### src/rtl/uart_pkg.sv
// Shared UART definitions: transmit frame state encoding and the fractional
// baud accumulator increment, reused by the receiver's oversampled generator.
package uart_pkg;

  typedef enum logic [3:0] {
    IDLE  = 4'd0,
    START = 4'd1,
    BIT0  = 4'd2,
    BIT1  = 4'd3,
    BIT2  = 4'd4,
    BIT3  = 4'd5,
    BIT4  = 4'd6,
    BIT5  = 4'd7,
    BIT6  = 4'd8,
    BIT7  = 4'd9,
    STOP  = 4'd10
  } txState_t;

  // Rounded (baud * 2^oversample * 2^width) / clk_hz, pre-scaled by 16 to stay in range.
  function automatic logic [63:0] baud_inc(input logic [63:0] clk_hz,
                                           input logic [63:0] baud,
                                           input int          width,
                                           input int          oversample_log2);
    return ((baud << (width - 4 + oversample_log2)) + (clk_hz >> 5)) / (clk_hz >> 4);
  endfunction

endpackage

### src/rtl/baud_tick_gen.sv
// Fractional-accumulator tick generator; the accumulator is held at zero while
// disabled so every enabled run starts from a clean phase.
module baud_tick_gen
  import uart_pkg::*;
#(
  parameter int ClkFrequency = 25000000,
  parameter int Baud         = 9600,
  parameter int AccWidth     = 16,
  parameter int Oversample   = 0
) (
  input  logic clk,
  input  logic reset,
  input  logic enable,
  output logic tick
);

  localparam logic [63:0]       IncFull = baud_inc(64'(ClkFrequency), 64'(Baud), AccWidth, Oversample);
  localparam logic [AccWidth:0] Inc     = IncFull[AccWidth:0];

  logic [AccWidth-1:0] acc;
  logic [AccWidth:0]   sum;

  // The carry is taken from the sum so the tick coincides with the edge that wraps acc.
  assign sum  = {1'b0, acc} + Inc;
  assign tick = enable & sum[AccWidth];

  always_ff @(posedge clk or posedge reset) begin
    if (reset) begin
      acc <= '0;
    end else if (!enable) begin
      acc <= '0;
    end else begin
      acc <= sum[AccWidth-1:0];
    end
  end

endmodule

### src/rtl/transmit_data.sv
// 8N1 UART transmitter: accepts one byte per valid/ready handshake and shifts it
// out LSB first between a start bit and a stop bit.
module transmit_data
  import uart_pkg::*;
#(
  parameter int ClkFrequency          = 25000000,
  parameter int Baud                  = 9600,
  parameter int BaudGeneratorAccWidth = 16
) (
  input  logic       clk,
  input  logic       reset,
  input  logic [7:0] tx_data,
  input  logic       tx_valid,
  output logic       tx_ready,
  output logic       txd,
  output logic       tx_busy,
  output logic       tx_done
);

  txState_t   state;
  logic [7:0] shiftReg;
  logic       baudTick;
  logic       baudEnable;

  assign baudEnable = (state != IDLE);

  baud_tick_gen #(
    .ClkFrequency(ClkFrequency),
    .Baud        (Baud),
    .AccWidth    (BaudGeneratorAccWidth),
    .Oversample  (0)
  ) baudGen (
    .clk   (clk),
    .reset (reset),
    .enable(baudEnable),
    .tick  (baudTick)
  );

  always_ff @(posedge clk or posedge reset) begin
    if (reset) begin
      state    <= IDLE;
      shiftReg <= '0;
      txd      <= 1'b1;
      tx_ready <= 1'b1;
      tx_busy  <= 1'b0;
      tx_done  <= 1'b0;
    end else begin
      tx_done <= 1'b0;
      case (state)
        IDLE: begin
          if (tx_valid && tx_ready) begin
            shiftReg <= tx_data;
            state    <= START;
            txd      <= 1'b0;
            tx_ready <= 1'b0;
            tx_busy  <= 1'b1;
          end
        end
        START: begin
          if (baudTick) begin
            state <= BIT0;
            txd   <= shiftReg[0];
          end
        end
        // Data bits advance through consecutive encodings; txd takes the next LSB.
        BIT0, BIT1, BIT2, BIT3, BIT4, BIT5, BIT6: begin
          if (baudTick) begin
            state    <= txState_t'(state + 4'd1);
            shiftReg <= shiftReg >> 1;
            txd      <= shiftReg[1];
          end
        end
        BIT7: begin
          if (baudTick) begin
            state <= STOP;
            txd   <= 1'b1;
          end
        end
        STOP: begin
          if (baudTick) begin
            state    <= IDLE;
            tx_ready <= 1'b1;
            tx_busy  <= 1'b0;
            tx_done  <= 1'b1;
          end
        end
        default: begin
          state    <= IDLE;
          txd      <= 1'b1;
          tx_ready <= 1'b1;
          tx_busy  <= 1'b0;
        end
      endcase
    end
  end

endmodule
### config.mk
export PLATFORM = sky130hd
export DESIGN_NAME = transmit_data
export DESIGN_NICKNAME = d
export VERILOG_FILES = /design/src/rtl/uart_pkg.sv /design/src/rtl/baud_tick_gen.sv /design/src/rtl/transmit_data.sv
export SDC_FILE = /design/constraint.sdc
export NUM_CORES = 1
export LEC_CHECK = 0
export ABC_AREA = 0
export CAP_MARGIN = 20
export CORE_ASPECT_RATIO = 1.5
export CORE_MARGIN = 1
export CORE_UTILIZATION = 40
export DETAILED_ROUTE_END_ITERATION = 10
export SYNTH_ARGS = -nofsm -noshare
export SYNTH_HDL_FRONTEND = slang
export SYNTH_HIERARCHICAL = 1
export SYNTH_SLANG_ARGS = --single-unit
### constraint.sdc
create_clock -name clk -period 3.1 [get_ports clk]
set_input_delay 0.93 -clock clk [delete_from_list [all_inputs] [get_ports clk]]
set_output_delay 0.93 -clock clk [all_outputs]
set_load 0.01 [all_outputs]
# After elaboration in Yosys (flattened, before gate mapping)
# Cells that the tools add are included.
# W data, S select, Z words.
dict set report classes {
  shifts 0
  n_bitwise 3
  reduce_logical 10
  mul 0
  eq_ne 15
  n_lt_le_gt_ge 0
  div 0
  mux 21
  n_addsub 2
}
# cell count
set ops {}
lappend ops {{$mux W4} 5}
lappend ops {{$pmux W4 S5} 1}
lappend ops {{$add A16 B5 Y17 const B} 1}
lappend ops {{$eq A4 B3 Y1 const B} 4}
lappend ops {{$mux W16} 1}
lappend ops {{$mux W8} 2}
lappend ops {{$pmux W8 S2} 1}
lappend ops {{$eq A4 B4 Y1 const B} 3}
lappend ops {{$reduce_and A5 Y1} 2}
lappend ops {{$reduce_or A9 Y1} 1}
lappend ops {{$eq A4 B2 Y1 const B} 2}
lappend ops {{$mux W1} 8}
lappend ops {{$ne A2 B1 Y1 const B} 4}
lappend ops {{$reduce_or A7 Y1} 1}
lappend ops {{$pmux W1 S3} 2}
lappend ops {{$reduce_and A3 Y1} 2}
lappend ops {{$pmux W1 S5} 1}
lappend ops {{$add A4 B1 Y4 const B} 1}
lappend ops {{$eq A4 B1 Y1 const B} 1}
lappend ops {{$logic_not A4 Y1} 1}
lappend ops {{$reduce_bool A4 Y1} 1}
lappend ops {{$ne A2 B2 Y1 const B} 1}
lappend ops {{$not A1 Y1} 2}
lappend ops {{$reduce_bool A2 Y1} 1}
lappend ops {{other kinds (2)} 2}
dict set report word_totals {
  rom_bits 0
  memories 0
  elab_cells 58
  latchBits 0
  regBits 32
  ramBits 0
}

# Depth between registers and ports, before layout
# Gate-level depths: netlist of run 1.
dict set report logic_depth {
  word_depth 4
  ltp_mapped 12
  depth_no_buf 11
}

# Cells and area by module
# Netlist of run 1, hierarchy kept.
# module area_per_inst_um2 cells_per_inst seq_area_each_um2 instances
set modules_own_cells {}
lappend modules_own_cells {transmit_data 1083.5 93 402.9 1}
lappend modules_own_cells {baud_tick_gen 787.0 79 400.4 1}

# Worst setup path before layout of run 1
# OpenSTA, ideal clock, no wires.
dict set report synth_timing {
  path_kind {reg2reg}
  start {register state[0]}
  end {register shiftReg[0]}
  t_required_ns 2.975
  setup_time_ns 0.125
  stages_incl_launch_ff 13
  arrival_ns 2.490
  setup_slack_ns 0.485
  period_less_slack_ns 2.615
  n_path_buf 1
  path_cell_list {dfrtp_1 > inv_1 > ha_1 > nor3b_2 > inv_2 > nand2_1 > or3_1 > nor3_1 > inv_1 > o221ai_1 > o211a_1 > buf_6 > mux2_4}
}
dict set report synth_between {
  elab_chain_cells 4
}
# element line_no
set synth_rtl {}
lappend synth_rtl {{from (decl)} transmit_data.sv:20} ;# txState_t state;
lappend synth_rtl {{from (signal assigned)} transmit_data.sv:68} ;# state <= txState_t'(state + 4'd1);
lappend synth_rtl {{$reduce_bool A4 Y1} transmit_data.sv:25} ;# assign baudEnable = (state != IDLE);
lappend synth_rtl {{named net baudEnable} transmit_data.sv:23} ;# logic baudEnable;
lappend synth_rtl {{$and A1 B1 Y1} baud_tick_gen.sv:25} ;# assign tick = enable & sum[AccWidth];
lappend synth_rtl {{named net baudTick} transmit_data.sv:22} ;# logic baudTick;
lappend synth_rtl {{$ne A2 B1 Y1 (no source line)} --}
lappend synth_rtl {{$reduce_and A3 Y1 (no source line)} --}
lappend synth_rtl {{to (signal assigned)} transmit_data.sv:52} ;# shiftReg <= tx_data;
lappend synth_rtl {{to (signal assigned)} transmit_data.sv:69} ;# shiftReg <= shiftReg >> 1;
lappend synth_rtl {{to (decl)} transmit_data.sv:21} ;# logic [7:0] shiftReg;
# The timed path passes the listed nets, and every way through them passes these cells.
# A chain may end at the register's enable or synchronous reset.

# Worst setup path in the final report of run 1
dict set report layout_timing {
  start {register state[0]}
  end {register shiftReg[1]}
}
# The elaborated chain is that of the path after synthesis.

==> impl_metrics.py, run 1 <==
metrics = {
    "cts": {
        "ctsHoldBuffers": 0,
        "post-cts-setup-buffer-count": 0,
        "cts_tree": "yes",
        "root_buffer": "clkbuf_8",
        "cts_resized": 0,
        "cts_made_buffers": 5,
        "clk_pin_slew_ns": 0.07,
        "htreeDepth": 2,
        "cts_buffer_depth": 2,
        "worstSkewPairLatency_ns": 0.28,
        "cts_num_sinks": 32,
    },
    "pwr": {
        "swShare": 0.1993,
        "ir_drop_v": 0.0001892,
        "clkPwrFrac": 0.469,
        "pwr-share-comb": 0.034,
        "p_per_area_mw_per_mm2": 390.6,
        "seq_power_share": 0.498,
        "p_sw_uw": 167.3,
        "p_int_uw": 671.9,
        "total_leakage_power_nw": 0.9130,
    },
    "placed_design": {
        "port_buffers": 14,
        "gp_congestion": 0.8542,
        "dp_hpwl_mm": 2.962,
        "place_area_sq_mm": 0.002041,
    },
    "global_routing": {
        "grt_use_met3": 0.04072,
        "met1_usage": 0.1940,
        "grt_max_degree": 17,
        "overflow": 0,
        "antenna_found_initial": 0,
        "grt_pass1_vias": 1543,
        "grt-busiest-layer": "met2",
        "track_usage": 0.1807,
        "grt_pass1_wl_mm": 6.941,
        "grtUsageMet2": 0.3302,
    },
    "floorplanning": {
        "start_util": 0.4153,
        "coreArea_sq_mm": 0.004504,
        "rows": 30,
        "die_x_microns": 57.84,
        "die_area_sq_mm": 0.004960,
        "ios": 15,
        "dieHeight_microns": 85.76,
    },
    "setup_path": {
        "crit_chain": "inv_1 > ha_1 > nor3b_2 > inv_2 > nand2_1 > or3_1 > nor3_1 > inv_1 > o221ai_1 > o211a_2 > mux2_4",
        "end_kind": "register",
        "startpoint_type": "register",
        "worst_path_largest_cell_delay_ns": 0.42,
        "critPathMaxFanout": 9,
        "r2r.worst_path.cells": 11,
        "critical_path.endpoint": "shiftReg[1]",
        "r2r-start": "state[0]",
        "required_ns": 3.27,
        "cp.arrival_ns": 3.03,
        "r2r_end": "shiftReg[1]",
        "crit_top_cell": "inv_1",
        "critical-path-top-delay-family": "simple AND/OR/NAND/NOR gates",
        "reg2reg_slack_ns": 0.24,
        "startpoint": "state[0]",
        "crit_buf_inv": 3,
        "cp.depth": 11,
        "crit_slowest_cell": "o211a_2",
        "timing_worst_setup_path_type": "register to register",
    },
    "detailed_routing": {
        "ant_nets": 0,
        "viasPerCell": 5.812,
        "drc": 0,
        "finalWirelength_mm": 3.913,
        "drt_iter0_markers": 71,
        "routedWlPerCell_microns": 16.37,
        "vias": 1389,
        "dr.pass1.iters": 4,
    },
    "logic_synthesis": {
        "synth-simple-area-share": 0.1385,
        "synthTopCellsByArea": "dfrtp_1 40%, mux2_4 8.8%, ha_1 3.3%, o31ai_1 3.2%, mux2_2 3.0%",
        "seq_area_frac_synth": 0.4294,
        "syn_inst": 172,
        "synth_edf_count": 0,
        "ys_types": 47,
        "yosysWarnings": 6,
        "avgSynthCellArea_sq_um": 10.88,
        "synthArstFlopShare": 1.000,
        "synth-compound-area-share": 0.1839,
        "syn_nets": 188,
        "yosys.area.top_type": "dfrtp_1",
        "synth_top_family_by_area": "compound AO/OA/AOI/OAI gates",
        "synthAdderAreaFrac": 0.03344,
        "synth_ff_type": "dfrtp_1",
        "synth_area_sq_mm": 0.001871,
        "muxShareOfSynthArea": 0.1398,
        "synth_top_area_frac": 0.4013,
        "synthXorXnorAreaFrac": 0.01873,
        "ys_ff_latch": 32,
    },
    "layout": {
        "final.fill_count": 441,
        "final_area_sq_mm": 0.002148,
        "final_cell_mix": "30 x dfrtp_1, 14 x clkdlybuf4s50_1, 13 x inv_1, 11 x mux2_4, 11 x a21oi_1",
        "fin_nets": 206,
        "mostFrequentLayoutCell": "dfrtp_1",
        "syn_to_final_growth_pct": 14.85,
        "drive_above_1_share": 0.1990,
        "antennaDiodeCount": 0,
    },
    "sta": {
        "fmax_mhz": 349.7,
        "setup_viol": 0,
        "skew_ns": 0.008186,
        "worst_pin_slew_ns": 0.6933,
        "rsz0062_at_grt": "false",
        "tns_ns": 0,
        "finalCritPeriodShare": 0.9225,
        "maxSlewViolCount": 0,
        "relSlewSlack": 0.5378,
        "min_period_ns": 2.860,
        "finalHoldViolations": 0,
    },
    "hold_path": {
        "hold_class": "register to register",
        "holdPathStages": 1,
    },
    "flow_run": {
        "maxCapViolCount": 0,
    },
    "run_status": {
        "status": "finished, final reports clean",
    },
}
-- flip-flops by register name, indices dropped and copies added (netlist names) --
name,cells
txd,1
shiftReg,8
tx_busy,1
tx_ready,1
baudGen/acc,16
tx_done,1
state,4
-- cell type report --
class	count	area, sq um	area share
Tap cell	48	60.06	0.02796
Multi-Input combinational cell	120	962.2	0.4479
Sequential cell	32	803.3	0.3739
Clock buffer	6	72.57	0.03378
Clock inverter	2	35.03	0.01631
Timing Repair Buffer	17	162.7	0.07571
Inverter	14	52.55	0.02446
-- power groups by stage --
stage | sequential [mW] | clock [mW] | combinational (mW)
after global placement | 0.425 | 0 | 0.0281
after CTS | 0.417 | 0.402 | 0.0294
after global routing | 0.417 | 0.422 | 0.0317
after detailed placement | 0.425 | 0 | 0.0294
after floorplan | 0.425 | 0 | 0.0129
final | 0.418 | 0.393 | 0.0282
-- worst min-delay path by stage --
stage | from | to | slack (ns)
6_report | baudGen/acc[0] | baudGen/acc[0] | 0.51
5_1_grt | shiftReg[0] | shiftReg[0] | 0.54
4_1_cts | baudGen/acc[0] | baudGen/acc[0] | 0.52
3_5_place_dp | shiftReg[5] | shiftReg[5] | 0.49
3_3_place_gp | baudGen/acc[0] | baudGen/acc[0] | 0.48
2_1_floorplan | baudGen/acc[0] | baudGen/acc[0] | 0.46
-- per-layer routing --
layer  up-vias  share of wire  wire [microns]
li1        664              -               -
met1       694           0.36            1413
met2        22           0.59            2315
met3         9          0.022              88
met4         0          0.024              95
met5         -              0               0
-- metrics by stage --
step,setup WS [ns],total power [mW],hold WS (ns),cells,util
3_3_place_gp,0.3177,0.4534,0.4780,231,0.4531
5_1_grt,0.03929,0.8705,0.5355,239,0.4769
2_1_floorplan,0.4849,0.4382,0.4628,172,-
3_5_place_dp,0.1332,0.4547,0.4933,231,0.4531
6_report,0.2401,0.8392,0.5087,239,0.4769
4_1_cts,0.1193,0.8493,0.5174,239,0.4769
-- synthesized netlist by cell type, drive strengths merged (3+ instances only) --
library cell and n:
dfrtp 30, mux2 16, inv 14, a21oi 11
nand2 9, nor2 9, o31ai 8, ha 5
nand3 5, o21ai 5, buf 4, mux2i 4
nor3 4, or3 4, or4 4, xnor2 4
nand2b 3
-- cells by family after synthesis --
kind of cell    after synthesis
simple gates                 48
xor+xnor                      4
buf+inv                      20
compound gates               43
mux                          20
fa+ha+maj                     5
flops                        32
Power figures use the tool's default switching activity.
==> run 2: changes to the inputs <==
--- a/config.mk
+++ b/config.mk
@@ -9,8 +9,9 @@
 export CAP_MARGIN = 20
 export CORE_ASPECT_RATIO = 1.5
 export CORE_MARGIN = 1
-export CORE_UTILIZATION = 40
+export CORE_UTILIZATION = 50
 export DETAILED_ROUTE_END_ITERATION = 10
+export PLACE_DENSITY = 0.7
 export SYNTH_ARGS = -nofsm -noshare
 export SYNTH_HDL_FRONTEND = slang
 export SYNTH_HIERARCHICAL = 1
==> run 2 against run 1 <==
Cell area grew 0.17%. Critical path depth is the same. Global-route usage grew 3.4 points. Sequential cell count is the same.
==> impl_metrics.py, run 2 (same netlist as run 1, synthesis figures left out) <==
metrics = {
    "setup_path": {
        "crit_top_cell": "inv_1",
        "crit_chain": "inv_1 > ha_1 > nor3b_2 > inv_2 > nand2_1 > or3_1 > nor3_1 > inv_1 > o221ai_1 > o211a_2 > mux2_4",
        "worst_path_largest_cell_delay_ns": 0.41,
        "r2r.worst_path.cells": 11,
        "reg2reg_slack_ns": 0.26,
        "required_ns": 3.27,
        "timing_worst_setup_path_type": "register to register",
        "r2r_end": "shiftReg[7]",
        "cp.arrival_ns": 3.01,
        "crit_slowest_cell": "o211a_2",
        "end_kind": "register",
        "critPathMaxFanout": 9,
        "r2r-start": "state[0]",
        "startpoint_type": "register",
    },
    "cts": {
        "htreeDepth": 2,
        "root_buffer": "clkbuf_8",
        "clk_pin_slew_ns": 0.07,
        "cts_num_sinks": 32,
        "worstSkewPairLatency_ns": 0.29,
        "cts_tree": "yes",
        "cts_made_buffers": 5,
        "cts_resized": 0,
        "post-cts-setup-buffer-count": 0,
        "ctsHoldBuffers": 0,
        "cts_buffer_depth": 2,
    },
    "placed_design": {
        "post-place-ws_ns": 0.2084,
        "port_buffers": 14,
        "gp_congestion": 0.9076,
        "dp_hpwl_mm": 2.741,
    },
    "detailed_routing": {
        "drt_iter0_markers": 26,
        "ant_nets": 0,
        "vias": 1390,
        "dr.pass1.iters": 4,
        "finalWirelength_mm": 3.673,
        "viasPerCell": 5.940,
        "drc": 0,
        "routedWlPerCell_microns": 15.70,
    },
    "layout": {
        "final_cell_mix": "30 x dfrtp_1, 14 x clkdlybuf4s50_1, 13 x inv_1, 11 x mux2_4, 11 x a21oi_1",
        "syn_to_final_growth_pct": 15.05,
        "regMostFlops": "baudGen/acc",
        "final.fill_count": 290,
        "drive_above_1_share": 0.2083,
        "largest_reg_flops": 16,
        "reg_top3": "baudGen/acc x16, shiftReg x8, state x4",
        "antennaDiodeCount": 0,
        "mostFrequentLayoutCell": "dfrtp_1",
        "fin_nets": 207,
    },
    "floorplanning": {
        "rows": 26,
        "die_area_sq_mm": 0.003995,
        "coreArea_sq_mm": 0.003481,
        "start_util": 0.5374,
        "ios": 15,
        "die_x_microns": 51.94,
        "dieHeight_microns": 76.91,
    },
    "sta": {
        "worst_pin_slew_ns": 0.6472,
        "finalCritPeriodShare": 0.9146,
        "timing.final.ws_setup_ns": 0.2646,
        "setup_viol": 0,
        "relSlewSlack": 0.5685,
        "fmax_mhz": 352.7,
        "min_period_ns": 2.835,
        "maxSlewViolCount": 0,
        "tns_ns": 0,
        "skew_ns": 0.006563,
        "finalHoldViolations": 0,
        "rsz0062_at_grt": "false",
    },
    "pwr": {
        "p_per_area_mw_per_mm2": 395.0,
        "ir_drop_v": 0.0003554,
        "total_leakage_power_nw": 0.9162,
        "p_total_uw": 850.1,
    },
    "hold_path": {
        "holdPathStages": 1,
        "hold_class": "register to register",
        "hp-start": "baudGen/acc[0]",
        "whs_endpoint": "baudGen/acc[0]",
    },
    "global_routing": {
        "grt_pass1_wl_mm": 6.272,
        "track_usage": 0.2146,
        "overflow": 0,
        "grt_max_degree": 17,
        "grt_pass1_vias": 1372,
        "antenna_found_initial": 0,
    },
    "run_status": {
        "status": "finished, final reports clean",
    },
    "flow_run": {
        "maxCapViolCount": 0,
    },
}
==> run 2: changes by cell type in the layout (fill, tap and decap cells not counted) <==
cell        previous run  this run
buf_4                  3         4
clkbuf_1               1         0
clkinvlp_4             0         1
==> run 2: per-stage QoR <==
stage	util	instances	cell area [sq um]	hold slack [ns]
detailed placement	0.5863	226	2041	0.4950
global route	0.6183	234	2152	0.5268
global placement	0.5863	226	2041	0.4865
CTS	0.6183	234	2152	0.5046
floorplan	-	172	1871	0.4628
finish	0.6183	234	2152	0.4974
==> run 2: area by class of cell <==
class	instances	area (sq um)	share of cell area
clock inverter	3	42.54	0.01977
clock buffer	5	68.82	0.03198
multi-input combinational	120	962.2	0.4471
sequential	32	803.3	0.3733
inverter	14	52.55	0.02442
tap	42	52.55	0.02442
timing repair buffer	18	170.2	0.07907
==> run 2: worst max-delay path by stage <==
stage | startpoint | endpoint | slack, ns | depth (start not counted)
after CTS | state[0] | shiftReg[7] | 0.19 | 11
after global placement | state[0] | shiftReg[4] | 0.37 | 11
final | state[0] | shiftReg[7] | 0.26 | 11
after floorplan | state[0] | shiftReg[0] | 0.48 | 12
after detailed placement | state[0] | shiftReg[4] | 0.21 | 11
after global routing | state[0] | shiftReg[4] | 0.07 | 11
==> run 2: power by group <==
group          switching, mW  internal, mW
Combinational         0.0122        0.0159
Clock                  0.167         0.238
Sequential                 0         0.417
Total                  0.179         0.671
==> run 2: critical path, delay by kind of cell, from the launching register on <==
family / cells / cell delay [ns]
AND/OR/NAND/NOR: 4 / 0.84
AO/OA/AOI/OAI: 2 / 0.51
flip-flops: 1 / 0.38
buffers and inverters: 3 / 0.37
multiplexers: 1 / 0.33
adder cells (fa/ha/maj): 1 / 0.28
==> run 2: routing by layer <==
layer  share of wire  global-route usage
met1            0.39              0.2173
met2            0.56              0.3846
met3           0.027             0.05357
met4           0.026              0.1081
met5               0                   0
==> run 3: changes to the inputs <==
--- a/config.mk
+++ b/config.mk
@@ -6,7 +6,6 @@
 export NUM_CORES = 1
 export LEC_CHECK = 0
 export ABC_AREA = 0
-export CAP_MARGIN = 20
 export CORE_ASPECT_RATIO = 1.5
 export CORE_MARGIN = 1
 export CORE_UTILIZATION = 50
==> results of run 3 <==
Same layout as run 2: the final DEF is identical, and so are final timing and power.
